$ cat config.mk
export PLATFORM = sky130hd
export DESIGN_NAME = ldm_stm_seq
export DESIGN_NICKNAME = d
export VERILOG_FILES = /design/src/rtl/ldm_stm_seq.sv
export SDC_FILE = /design/constraint.sdc
export NUM_CORES = 1
export LEC_CHECK = 0
export CORE_ASPECT_RATIO = 1.25
export CORE_UTILIZATION = 30
export DETAILED_ROUTE_END_ITERATION = 10
export PLACE_DENSITY = 0.5
export SYNTH_ARGS = -nofsm -noshare
export SYNTH_HDL_FRONTEND = slang
export SYNTH_SLANG_ARGS = --single-unit
$ cat constraint.sdc
create_clock -name clk -period 8.11 [get_ports clk]
set_input_delay 1.622 -clock clk [delete_from_list [all_inputs] [get_ports clk]]
set_output_delay 1.622 -clock clk [all_outputs]
set_load 0.05 [all_outputs]
$ cat src/rtl/ldm_stm_seq.sv
// ldm_stm_seq: LDM/STM block-transfer sequencer between decode and regfile.
// Walks the register list lowest-first, one memory beat per accepted handshake,
// then optionally writes the updated base back to the regfile.
// Optional feature macro: LDM_PC_LOAD_EN (routes R15 loads to pc_load/pc_val).
module ldm_stm_seq #(
    parameter int unsigned DATA_W = 32,
    parameter int unsigned NREG   = 16
) (
    input  logic                    clk,
    input  logic                    rst_n,
    input  logic                    start,
    input  logic                    is_load,
    input  logic                    up,
    input  logic                    pre,
    input  logic                    wback,
    input  logic [$clog2(NREG)-1:0] base_reg,
    input  logic [DATA_W-1:0]       base_val,
    input  logic [NREG-1:0]         reg_list,
    output logic [DATA_W-1:0]       mem_addr,
    output logic                    mem_rd,
    output logic                    mem_wr,
    output logic [DATA_W-1:0]       mem_wdata,
    input  logic [DATA_W-1:0]       mem_rdata,
    input  logic                    mem_ready,
    output logic [$clog2(NREG)-1:0] rf_r_addr,
    input  logic [DATA_W-1:0]       rf_r_data,
    output logic [$clog2(NREG)-1:0] rf_w_addr,
    output logic [DATA_W-1:0]       rf_w_data,
    output logic                    rf_w_en,
`ifdef LDM_PC_LOAD_EN
    output logic                    pc_load,
    output logic [DATA_W-1:0]       pc_val,
`endif
    output logic                    busy,
    output logic                    done
);

    localparam int unsigned AW = $clog2(NREG);
    localparam int unsigned CW = $clog2(NREG + 1);

    typedef enum logic [1:0] {
        S_IDLE = 2'd0,
        S_XFER = 2'd1,
        S_WB   = 2'd2,
        S_DONE = 2'd3
    } state_t;

    state_t            state_q, state_d;
    logic              is_load_q, is_load_d;
    logic              up_q, up_d;
    logic              wb_en_q, wb_en_d;
    logic [AW-1:0]     base_reg_q, base_reg_d;
    logic [DATA_W-1:0] base_val_q, base_val_d;
    logic [NREG-1:0]   mask_q, mask_d;
    logic [DATA_W-1:0] addr_q, addr_d;
    logic [CW-1:0]     n_q, n_d;

    logic [CW-1:0]     n_in;
    logic [DATA_W-1:0] span_in;
    logic [DATA_W-1:0] span_q;
    logic [AW-1:0]     cur_idx;
    logic [NREG-1:0]   cur_bit;
    logic              last_beat;
    logic              pc_beat;

    // Number of registers in a mask.
    function automatic logic [CW-1:0] popcnt(input logic [NREG-1:0] m);
        logic [CW-1:0] c;
        c = '0;
        for (int i = 0; i < NREG; i++) begin
            c = c + CW'(m[i]);
        end
        return c;
    endfunction

    // Index of the lowest set bit (0 when the mask is empty).
    function automatic logic [AW-1:0] lowest(input logic [NREG-1:0] m);
        logic [AW-1:0] idx;
        idx = '0;
        for (int i = NREG - 1; i >= 0; i--) begin
            if (m[i]) begin
                idx = AW'(i);
            end
        end
        return idx;
    endfunction

    // Per-beat decode of the remaining register mask.
    always_comb begin
        n_in      = popcnt(reg_list);
        span_in   = DATA_W'({n_in, 2'b00});
        span_q    = DATA_W'({n_q, 2'b00});
        cur_idx   = lowest(mask_q);
        cur_bit   = NREG'(1) << cur_idx;
        last_beat = ((mask_q & (mask_q - NREG'(1))) == '0);
`ifdef LDM_PC_LOAD_EN
        pc_beat   = is_load_q && (cur_idx == AW'(NREG - 1));
`else
        pc_beat   = 1'b0;
`endif
    end

    // State and transfer-context registers.
    always_ff @(posedge clk or negedge rst_n) begin
        if (!rst_n) begin
            state_q    <= S_IDLE;
            is_load_q  <= 1'b0;
            up_q       <= 1'b0;
            wb_en_q    <= 1'b0;
            base_reg_q <= '0;
            base_val_q <= '0;
            mask_q     <= '0;
            addr_q     <= '0;
            n_q        <= '0;
        end else begin
            state_q    <= state_d;
            is_load_q  <= is_load_d;
            up_q       <= up_d;
            wb_en_q    <= wb_en_d;
            base_reg_q <= base_reg_d;
            base_val_q <= base_val_d;
            mask_q     <= mask_d;
            addr_q     <= addr_d;
            n_q        <= n_d;
        end
    end

    // Next-state, context update and output decode.
    always_comb begin
        state_d    = state_q;
        is_load_d  = is_load_q;
        up_d       = up_q;
        wb_en_d    = wb_en_q;
        base_reg_d = base_reg_q;
        base_val_d = base_val_q;
        mask_d     = mask_q;
        addr_d     = addr_q;
        n_d        = n_q;

        mem_addr   = '0;
        mem_rd     = 1'b0;
        mem_wr     = 1'b0;
        mem_wdata  = '0;
        rf_r_addr  = '0;
        rf_w_addr  = '0;
        rf_w_data  = '0;
        rf_w_en    = 1'b0;
`ifdef LDM_PC_LOAD_EN
        pc_load    = 1'b0;
        pc_val     = '0;
`endif
        busy       = (state_q != S_IDLE);
        done       = (state_q == S_DONE);

        unique case (state_q)
            S_IDLE: begin
                if (start) begin
                    is_load_d  = is_load;
                    up_d       = up;
                    base_reg_d = base_reg;
                    base_val_d = base_val;
                    mask_d     = reg_list;
                    n_d        = n_in;
                    // A loaded base register beats the written-back base.
                    wb_en_d    = wback && !(is_load && reg_list[base_reg]);
                    unique case ({up, pre})
                        2'b10:   addr_d = base_val;
                        2'b11:   addr_d = base_val + DATA_W'(4);
                        2'b00:   addr_d = base_val - span_in + DATA_W'(4);
                        default: addr_d = base_val - span_in;
                    endcase
                    state_d = (reg_list == '0) ? S_DONE : S_XFER;
                end
            end
            S_XFER: begin
                mem_addr = addr_q;
                mem_rd   = is_load_q;
                mem_wr   = !is_load_q;
                if (is_load_q) begin
                    rf_w_addr = cur_idx;
                    rf_w_data = mem_rdata;
                    rf_w_en   = mem_ready && !pc_beat;
`ifdef LDM_PC_LOAD_EN
                    pc_load   = mem_ready && pc_beat;
                    pc_val    = pc_beat ? mem_rdata : '0;
`endif
                end else begin
                    rf_r_addr = cur_idx;
                    mem_wdata = rf_r_data;
                end
                if (mem_ready) begin
                    mask_d = mask_q & ~cur_bit;
                    addr_d = addr_q + DATA_W'(4);
                    if (last_beat) begin
                        state_d = wb_en_q ? S_WB : S_DONE;
                    end
                end
            end
            S_WB: begin
                rf_w_en   = 1'b1;
                rf_w_addr = base_reg_q;
                rf_w_data = up_q ? (base_val_q + span_q) : (base_val_q - span_q);
                state_d   = S_DONE;
            end
            default: begin
                state_d = S_IDLE;
            end
        endcase
    end

endmodule

=== Word level (Yosys, flattened, before mapping) ===
Index checks and enable logic that the tools add are counted.

* Register bits: 94
* Bits in latches: 0
* Bits in writable memories: 0
* Memory bits (read-only): 0
* Bits of input ports: 124
* Output and inout bits: 109
* Memories: 0

* Add/subtract/negate cells: 22
* Multiply operators: 0
* Divide/modulo/power cells: 0
* Order comparisons: 1
* Equal/unequal tests: 8
* Shifts and indexed selects: 1
* Mux-type cells: 45
* Bitwise operators: 3
* Reduce and logical (&&, ||, !) cells: 13

{| class="wikitable"
|+ Operators with widths
! operator !! count
|-
| $mux W32 || 7
|-
| $pmux W32 S2 || 2
|-
| $add A32 B3 Y32 const B || 3
|-
| $pmux W32 S3 || 1
|-
| $mux W4 || 19
|-
| $sub A32 B7 Y32 || 2
|-
| $add A5 B1 Y5 || 11
|-
| $add A32 B7 Y32 || 1
|-
| $and A16 B16 Y16 || 2
|-
| $logic_not A16 Y1 || 2
|-
| $mux W16 || 2
|-
| $pmux W16 S2 || 1
|-
| $not A16 Y16 || 1
|-
| $shl A1 B4 Y16 const A || 1
|-
| $sub A16 B1 Y16 const B || 1
|-
| $eq A2 B2 Y1 const B || 4
|-
| $mux W2 || 4
|-
| $pmux W4 S2 || 1
|-
| $ne A2 B2 Y1 const B || 3
|-
| $pmux W2 S3 || 1
|-
| $reduce_and A3 Y1 || 2
|-
| $add A4 B1 Y5 || 1
|-
| $lt A4 B5 Y1 const B || 1
|-
| $mux W1 || 5
|-
| 11 further kinds || 15
|}

=== Depth between registers and ports, before layout ===
Gate-level depths: netlist of the first run.

* Depth in word-level cells: 21
* Mapped depth: 27

=== Worst setup path after synthesis of the first run ===
No wires, ideal clock.

* Path type: input-to-reg
* From: in reg_list[0]
* To: reg addr_q[30]
* Arrival: 7.479 ns
* Path slack: 0.510 ns
* Cell stages on the path: 25
* Path buffers: 3
* Cell sequence: inv_1 fa_1 inv_1 fa_1 fa_1 inv_1 fa_1 inv_1 ha_1 a21o_1 a21oi_1 xor2_1 ha_1 buf_2 a21o_1 and2_1 or4_1 xor2_1 or4_1 buf_2 and4bb_1 buf_4 nand3_1 xor2_1 a41o_1

* Cells in the longest elaborated chain, start to end: 20

{| class="wikitable"
|+ Ends and longest elaborated chain
! what !! RTL line !! RTL
|-
| start, declared || 18 || <nowiki>input logic [NREG-1:0] reg_list,</nowiki>
|-
| $add A1 B1 Y2 (*) || 71 || <nowiki>c = c + CW'(m[i]);</nowiki>
|-
| $add A2 B1 Y3 (*) || 71 ||
|-
| $add A3 B1 Y4 (*) || 71 ||
|-
| $add A4 B1 Y5 (*) || 71 ||
|-
| $add A5 B1 Y5 (*) (11 in series) || 71 ||
|-
| $sub A32 B7 Y32 (*) || 169, 170 ||
|-
| $add A32 B3 Y32 || 169 || <nowiki>2'b00: addr_d = base_val - span_in + DATA_W'(4);</nowiki>
|-
| $pmux W32 S3 (*) || 166 || <nowiki>unique case ({up, pre})</nowiki>
|-
| $mux W32 (*) || 157 || <nowiki>if (start) begin</nowiki>
|-
| $pmux W32 S2 (*) || 155 || <nowiki>unique case (state_q)</nowiki>
|-
| end signal, assigned || 123 || <nowiki>addr_q <= addr_d;</nowiki>
|-
| end, declared || 55 || <nowiki>logic [DATA_W-1:0] addr_q, addr_d;</nowiki>
|}

Mark *: on every way between the ends. The rest lies on a longest branch, timed or not. The select of a mux whose other input is x is not followed.
A chain may end at the register's enable or synchronous reset.

=== Worst setup path in the final report of the first run ===
* From: in reg_list[0]
* To: reg addr_q[21]

The elaborated chain is that of the path after synthesis.

==> flow_summary.yaml, run 1 <==
worst_hold_path:
  min_path_type: "reg2reg"
setup_path:
  required_ns: 8.39
  cp-startpoint: "reg_list[0]"
  path_class: "in2reg"
  r2r.worst_path.cells: 9
  regToRegSetupSlack_ns: 4.35
  crit_end: "addr_q[21]"
  r2r-start: "state_q[1]"
  cp-start-kind: "input port"
  timing.rr.end: "addr_q[24]"
  endpoint_kind: "flip-flop"
  cpPeakStageDelay_ns: 0.56
  crit_arrival_ns: 8.01
  crit_slowest_cell: "fa_1"
  crit_path_max_fanout: 5
  cp_cell_sequence: "clkdlybuf4s50_1 -> inv_1 -> fa_1 -> inv_1 -> fa_1 -> fa_1 -> inv_1 -> fa_1 -> inv_1 -> ha_1 -> a21o_1 -> a21oi_1 -> xor2_1 -> ha_1 -> a21o_1 -> and2_1 -> or4_1 -> xor2_1 -> or4_4 -> buf_4 -> or2_2 -> o31ai_1 -> nand3_1 -> a21oi_1"
sta:
  max_freq_ghz: 0.1293
  setup_tns_ns: 0
  slew_headroom_pct: 31.47
  period_share_pct: 95.34
  finalHoldViolCount: 0
  setup_viol: 0
  timing.hold.ws_ns: 0.4781
  min_period_ns: 7.732
  tightestPinTransition_ns: 1.026
  maxSlewViolCount: 0
  finClkSkew_ns: 0.007359
  rsz0062_at_grt: "no"
yosys:
  synth_nets: 1560
  synth-seq-cells: 94
  synth_area_mm2: 0.01055
  yosys-top-cells-area: "dfrtp_1 22%, ha_1 6.0%, o21ai_0 4.7%, nand2_1 4.6%, mux2_2 4.5%"
  synth_edf_count: 0
  synthArstFlopShare_pct: 100.0
  yosys.cell_types.count: 83
  yosys.area.top_type: "dfrtp_1"
  yosysTopAreaCellShare_pct: 22.30
  synthTopCellsByCount: "130 x nand2_1, 105 x nor2_1, 99 x o21ai_0"
  synthFlopType: "dfrtp_1"
  synth_cells: 1373
  yosysSeqAreaShare_pct: 22.30
  synth.most_common_cell: "nand2_1"
  ys_warn_count: 0
  avgSynthCellArea_um2: 7.682
cts:
  h-tree-depth: 3
  clk_latency_ns: 0.35
  cts_tree: "yes"
  clock_tree.root_cell: "clkbuf_16"
  cts_sinks: 94
  clockBufferDepth: 2
  path_clk_slew_ns: 0.07
  cts_buffers: 9
  hold_buffers: 0
routing:
  wl_um: 40360
  wl_per_cell_um: 19.41
  vias: 11340
  final_antenna_net_count: 0
  first_pass_iters: 5
  drt-initial-drc-count: 751
  route.detailed.drc: 0
  via_per_inst: 5.455
floorplan:
  rows: 76
  dieArea_mm2: 0.03592
  die_h_um: 211.6
  core_area_mm2: 0.03452
  boundaryPins: 233
  initial_utilization_pct: 30.56
  die_x_um: 169.7
global_routing:
  antenna_found_initial: 2
  grt_max_degree: 56
  grt_overflow: 0
  track_usage_pct: 22.28
  grt_pass1_wl_um: 62230
  grt_pass1_vias: 11270
cells_and_area:
  diodes: 0
  drive_above_1_share_pct: 10.61
  nets: 1793
  syn2layout_area_growth_pct: 32.41
  final_util_pct: 40.46
  nFillCells: 3550
job:
  drv_cap: 0
power_and_ir_drop:
  leakage_nw: 5.477
  vdd_drop_max_uv: 174.3
  power_density_mw_per_mm2: 463.0
placed_design:
  gp_congestion: 0.9092
  dp_hpwl_um: 31700
  io_buffers: 232
outcome:
  status: "complete, no violations"
## area by class of cell
cell class                 instances  area, um^2  share of cell area (%)
inverter                          63       236.5                   1.693
sequential                        94        2352                   16.84
multi-input combinational       1134        7647                   54.76
timing repair buffer             304        2860                   20.48
clock inverter                     6       45.04                  0.3225
clock buffer                      10       239.0                   1.711
tap                              468       585.6                   4.193
## logic make-up after synthesis
group / after synthesis / share of synthesized area [%]
buffers and inverters: 145 / 5.504
AO/OA/AOI/OAI: 386 / 23.90
AND/OR/NAND/NOR: 555 / 27.38
XOR/XNOR: 71 / 5.896
flip-flops: 94 / 22.30
multiplexers: 57 / 6.501
adder cells (fa/ha/maj): 65 / 8.517
## state kept, by name, indices dropped and copies added (netlist names)
name	cells
addr_q	32
state_q	2
mask_q	16
n_q	5
is_load_q	1
wb_en_q	1
base_reg_q	4
base_val_q	32
up_q	1
## what timing repair did
action	in CTS	in global routing
setup endpoints to repair	0	9
resized for setup	0	5
buffers inserted	0	2
## placed cells by master, fill, tap and decap left out, types with 14 or more instances in the layout
cell type,n
inv_1,63
dfrtp_1,94
a211oi_1,14
clkdlybuf4s50_1,231
xor2_1,31
nor2_1,105
xnor2_1,40
buf_4,73
ha_1,50
a31oi_1,19
a21oi_1,91
nor2b_1,30
nand3_1,59
and2_1,70
a22oi_1,17
a21o_1,17
nand4_1,17
nor3_1,36
mux2_2,42
o31ai_1,18
o21ai_0,99
nand2_1,129
## through the flow
stage	total power [mW]	setup WS, ns	cell area, um^2	cells
global route	7.016	0.01438	13970	2079
global placement	6.048	-0.01057	13640	2061
finish	6.467	0.3776	13970	2079
detailed placement	6.075	0.0002167	13640	2061
CTS	6.525	0.3151	13930	2077
floorplan	4.524	0.5103	10550	1373
## worst min path at each step
stage	startpoint	slack, ns	end	cells past startpoint
final	addr_q[0]	0.48	addr_q[0]	2
after global placement	addr_q[0]	0.46	addr_q[0]	2
after floorplan	wb_en_q	0.44	wb_en_q	2
after global routing	addr_q[0]	0.50	addr_q[0]	2
after CTS	addr_q[0]	0.48	addr_q[0]	2
after detailed placement	addr_q[0]	0.47	addr_q[0]	2
## where the power goes
| part | switching, mW | total [mW] | internal (mW) |
|---|---|---|---|
| Combinational | 3.08 | 5.05 | 1.97 |
| Sequential | 0.272 | 0.988 | 0.715 |
| Clock | 0.207 | 0.426 | 0.219 |
| Total | 3.56 | 6.47 | 2.90 |
## critical path: cells and delay by family
family | cells | cell delay (ns)
adder cells (fa/ha/maj) | 6 | 2.59
buffers and inverters | 6 | 0.90
AND/OR/NAND/NOR | 5 | 1.57
XOR/XNOR | 2 | 0.41
AO/OA/AOI/OAI | 5 | 0.94
## routing by layer
layer | up-vias | track usage (%) | part of all wire (%)
li1 | 5448 | - | -
met2 | 367 | 41.90 | 52
met1 | 5444 | 24.70 | 39
met3 | 78 | 3.216 | 5.0
met4 | 4 | 9.289 | 3.6
met5 | - | 0 | 0.057
No activity file was read; power rests on OpenSTA's default activity.
==> inputs of run 2 (changes only) <==
--- a/config.mk
+++ b/config.mk
@@ -8,7 +8,8 @@
 export CORE_ASPECT_RATIO = 1.25
 export CORE_UTILIZATION = 30
 export DETAILED_ROUTE_END_ITERATION = 10
-export PLACE_DENSITY = 0.5
+export DONT_BUFFER_PORTS = 1
+export PLACE_DENSITY = 0.42
 export SYNTH_ARGS = -nofsm -noshare
 export SYNTH_HDL_FRONTEND = slang
 export SYNTH_SLANG_ARGS = --single-unit
==> flow_summary.yaml, run 2 (synthesis gave the netlist of run 1 again) <==
cts:
  cts_post_setup_buffers_inserted: 0
  hold_buffers: 0
  path_clk_slew_ns: 0.07
  clk_latency_ns: 0.36
  clock_tree.root_cell: "clkbuf_16"
  cts_buffers: 9
  clockBufferDepth: 2
  h-tree-depth: 3
  cts_resized: 0
  cts_tree: "yes"
  cts_sinks: 94
placed_design:
  gp_congestion: 0.8782
  dpl_cell_area_mm2: 0.01094
  io_buffers: 0
  dp_slack_ns: 0.2106
  placedCellCount: 1778
  dp_hpwl_um: 29890
cells_and_area:
  diodes: 0
  final_common_cell: "nand2_1"
  largestRegisters: "addr_q (32), base_val_q (32), mask_q (16)"
  instances_no_fill: 1793
  drive_above_1_share_pct: 8.453
  final_cell_mix: "129 x nand2_1, 105 x nor2_1, 94 x dfrtp_1"
  syn2layout_area_growth_pct: 6.560
  nets: 1508
  final_area_mm2: 0.01124
  final_util_pct: 32.56
setup_path:
  path_class: "in2reg"
  cp-start-kind: "input port"
  crit_slowest_cell: "fa_1"
  r2r.worst_path.cells: 13
  crit_path_max_fanout: 9
  cpPeakStageDelay_ns: 0.59
  regToRegSetupSlack_ns: 4.08
  crit_family: "adder cells"
  cp_num_cells: 23
  required_ns: 8.31
  worst-path-buf-inv: 5
  endpoint_kind: "flip-flop"
  crit_arrival_ns: 7.75
  cp_cell_sequence: "inv_1 -> fa_1 -> inv_1 -> fa_1 -> fa_1 -> inv_1 -> fa_1 -> inv_1 -> ha_1 -> a21o_1 -> a21oi_1 -> xor2_1 -> ha_1 -> a21o_1 -> and2_1 -> or4_1 -> xor2_1 -> or4_1 -> buf_4 -> nor2_2 -> xnor2_1 -> a211oi_1 -> a221oi_1"
sta:
  finalHoldViolCount: 0
  timing.hold.ws_ns: 0.4776
  layout_setup_ws_ns: 0.5600
  min_period_ns: 7.550
  period_share_pct: 93.10
  maxSlewViolCount: 0
  setup_tns_ns: 0
  setup_viol: 0
  finClkSkew_ns: 0.01396
  rsz0062_at_grt: "no"
  slew_headroom_pct: 29.69
  max_freq_ghz: 0.1325
  tightestPinTransition_ns: 1.058
global_routing:
  track_usage_pct: 21.64
  grt_pass1_wl_um: 59530
  grt_overflow: 0
  grt_pass1_vias: 10080
  antenna_found_initial: 0
  grt_max_degree: 95
floorplan:
  dieArea_mm2: 0.03592
  core_area_mm2: 0.03452
  rows: 76
  die_h_um: 211.6
  boundaryPins: 233
  die_x_um: 169.7
  initial_utilization_pct: 30.56
routing:
  wl_per_cell_um: 21.58
  drt-initial-drc-count: 559
  first_pass_iters: 5
  wl_um: 38700
  final_antenna_net_count: 0
  vias: 10210
  via_per_inst: 5.694
  route.detailed.drc: 0
power_and_ir_drop:
  clock_power_share_pct: 7.7
  finalPower_mw: 5.921
  internal_power_mw: 2.457
  switchingPower_mw: 3.464
  power_frac_comb_pct: 75.6
  p_seq_share_pct: 16.7
  power_density_mw_per_mm2: 526.8
  netSwitchingFraction_pct: 58.50
  vdd_drop_max_uv: 198.7
  leakage_nw: 4.354
job:
  drv_cap: 0
outcome:
  status: "complete, no violations"
worst_hold_path:
  holdPathStages: 2
  min_path_type: "reg2reg"
## run 2: changes by cell type in the layout (fill, tap and decap cells not counted), sizes merged
cell           change
buf               -54
bufinv             +1
clkdlybuf4s50    -231
clkinv             -3
clkinvlp           +2
inv                -1
## run 2: per-layer routing
layer  vias to the layer above  share of wire (%)  track usage (%)
met5                         -                  0                0
li1                       4880                  -                -
met1                      4967                 38            23.87
met3                        45                5.9            4.375
met2                       318                 53            40.94
met4                         0                2.7            6.772
## run 2: worst paths after layout
path	startpoint	end
max	reg_list[0]	addr_q[15]
min	wb_en_q	wb_en_q
max reg2reg	state_q[0]	addr_q[29]
min reg2reg	wb_en_q	wb_en_q
max in group asynchronous	rst_n	base_val_q[27]
min in group asynchronous	rst_n	mask_q[9]
## run 2: area by class of cell
type                       instances  area, um^2
clock buffer                      10       239.0
clock inverter                     5       58.81
fill                            3692       23280
inverter                          63       236.5
multi-input combinational       1134        7625
sequential                        94        2352
tap                              468       585.6
timing repair buffer              19       142.6
## run 2: power by group through the flow
| stage | Clock (mW) | Combinational [mW] | Sequential, mW |
|---|---|---|---|
| 2_1_floorplan | 0 | 3.64 | 0.883 |
| 3_3_place_gp | 0 | 4.48 | 1.00 |
| 3_5_place_dp | 0 | 4.50 | 1.01 |
| 4_1_cts | 0.467 | 4.52 | 0.998 |
| 5_1_grt | 0.488 | 4.92 | 1.03 |
| 6_report | 0.455 | 4.48 | 0.991 |
## run 2: worst min-delay path: cells and delay by family (launching register included)
family | cells | cell delay (ns)
flops | 1 | 0.34
compound gates | 1 | 0.06
simple gates | 1 | 0.04
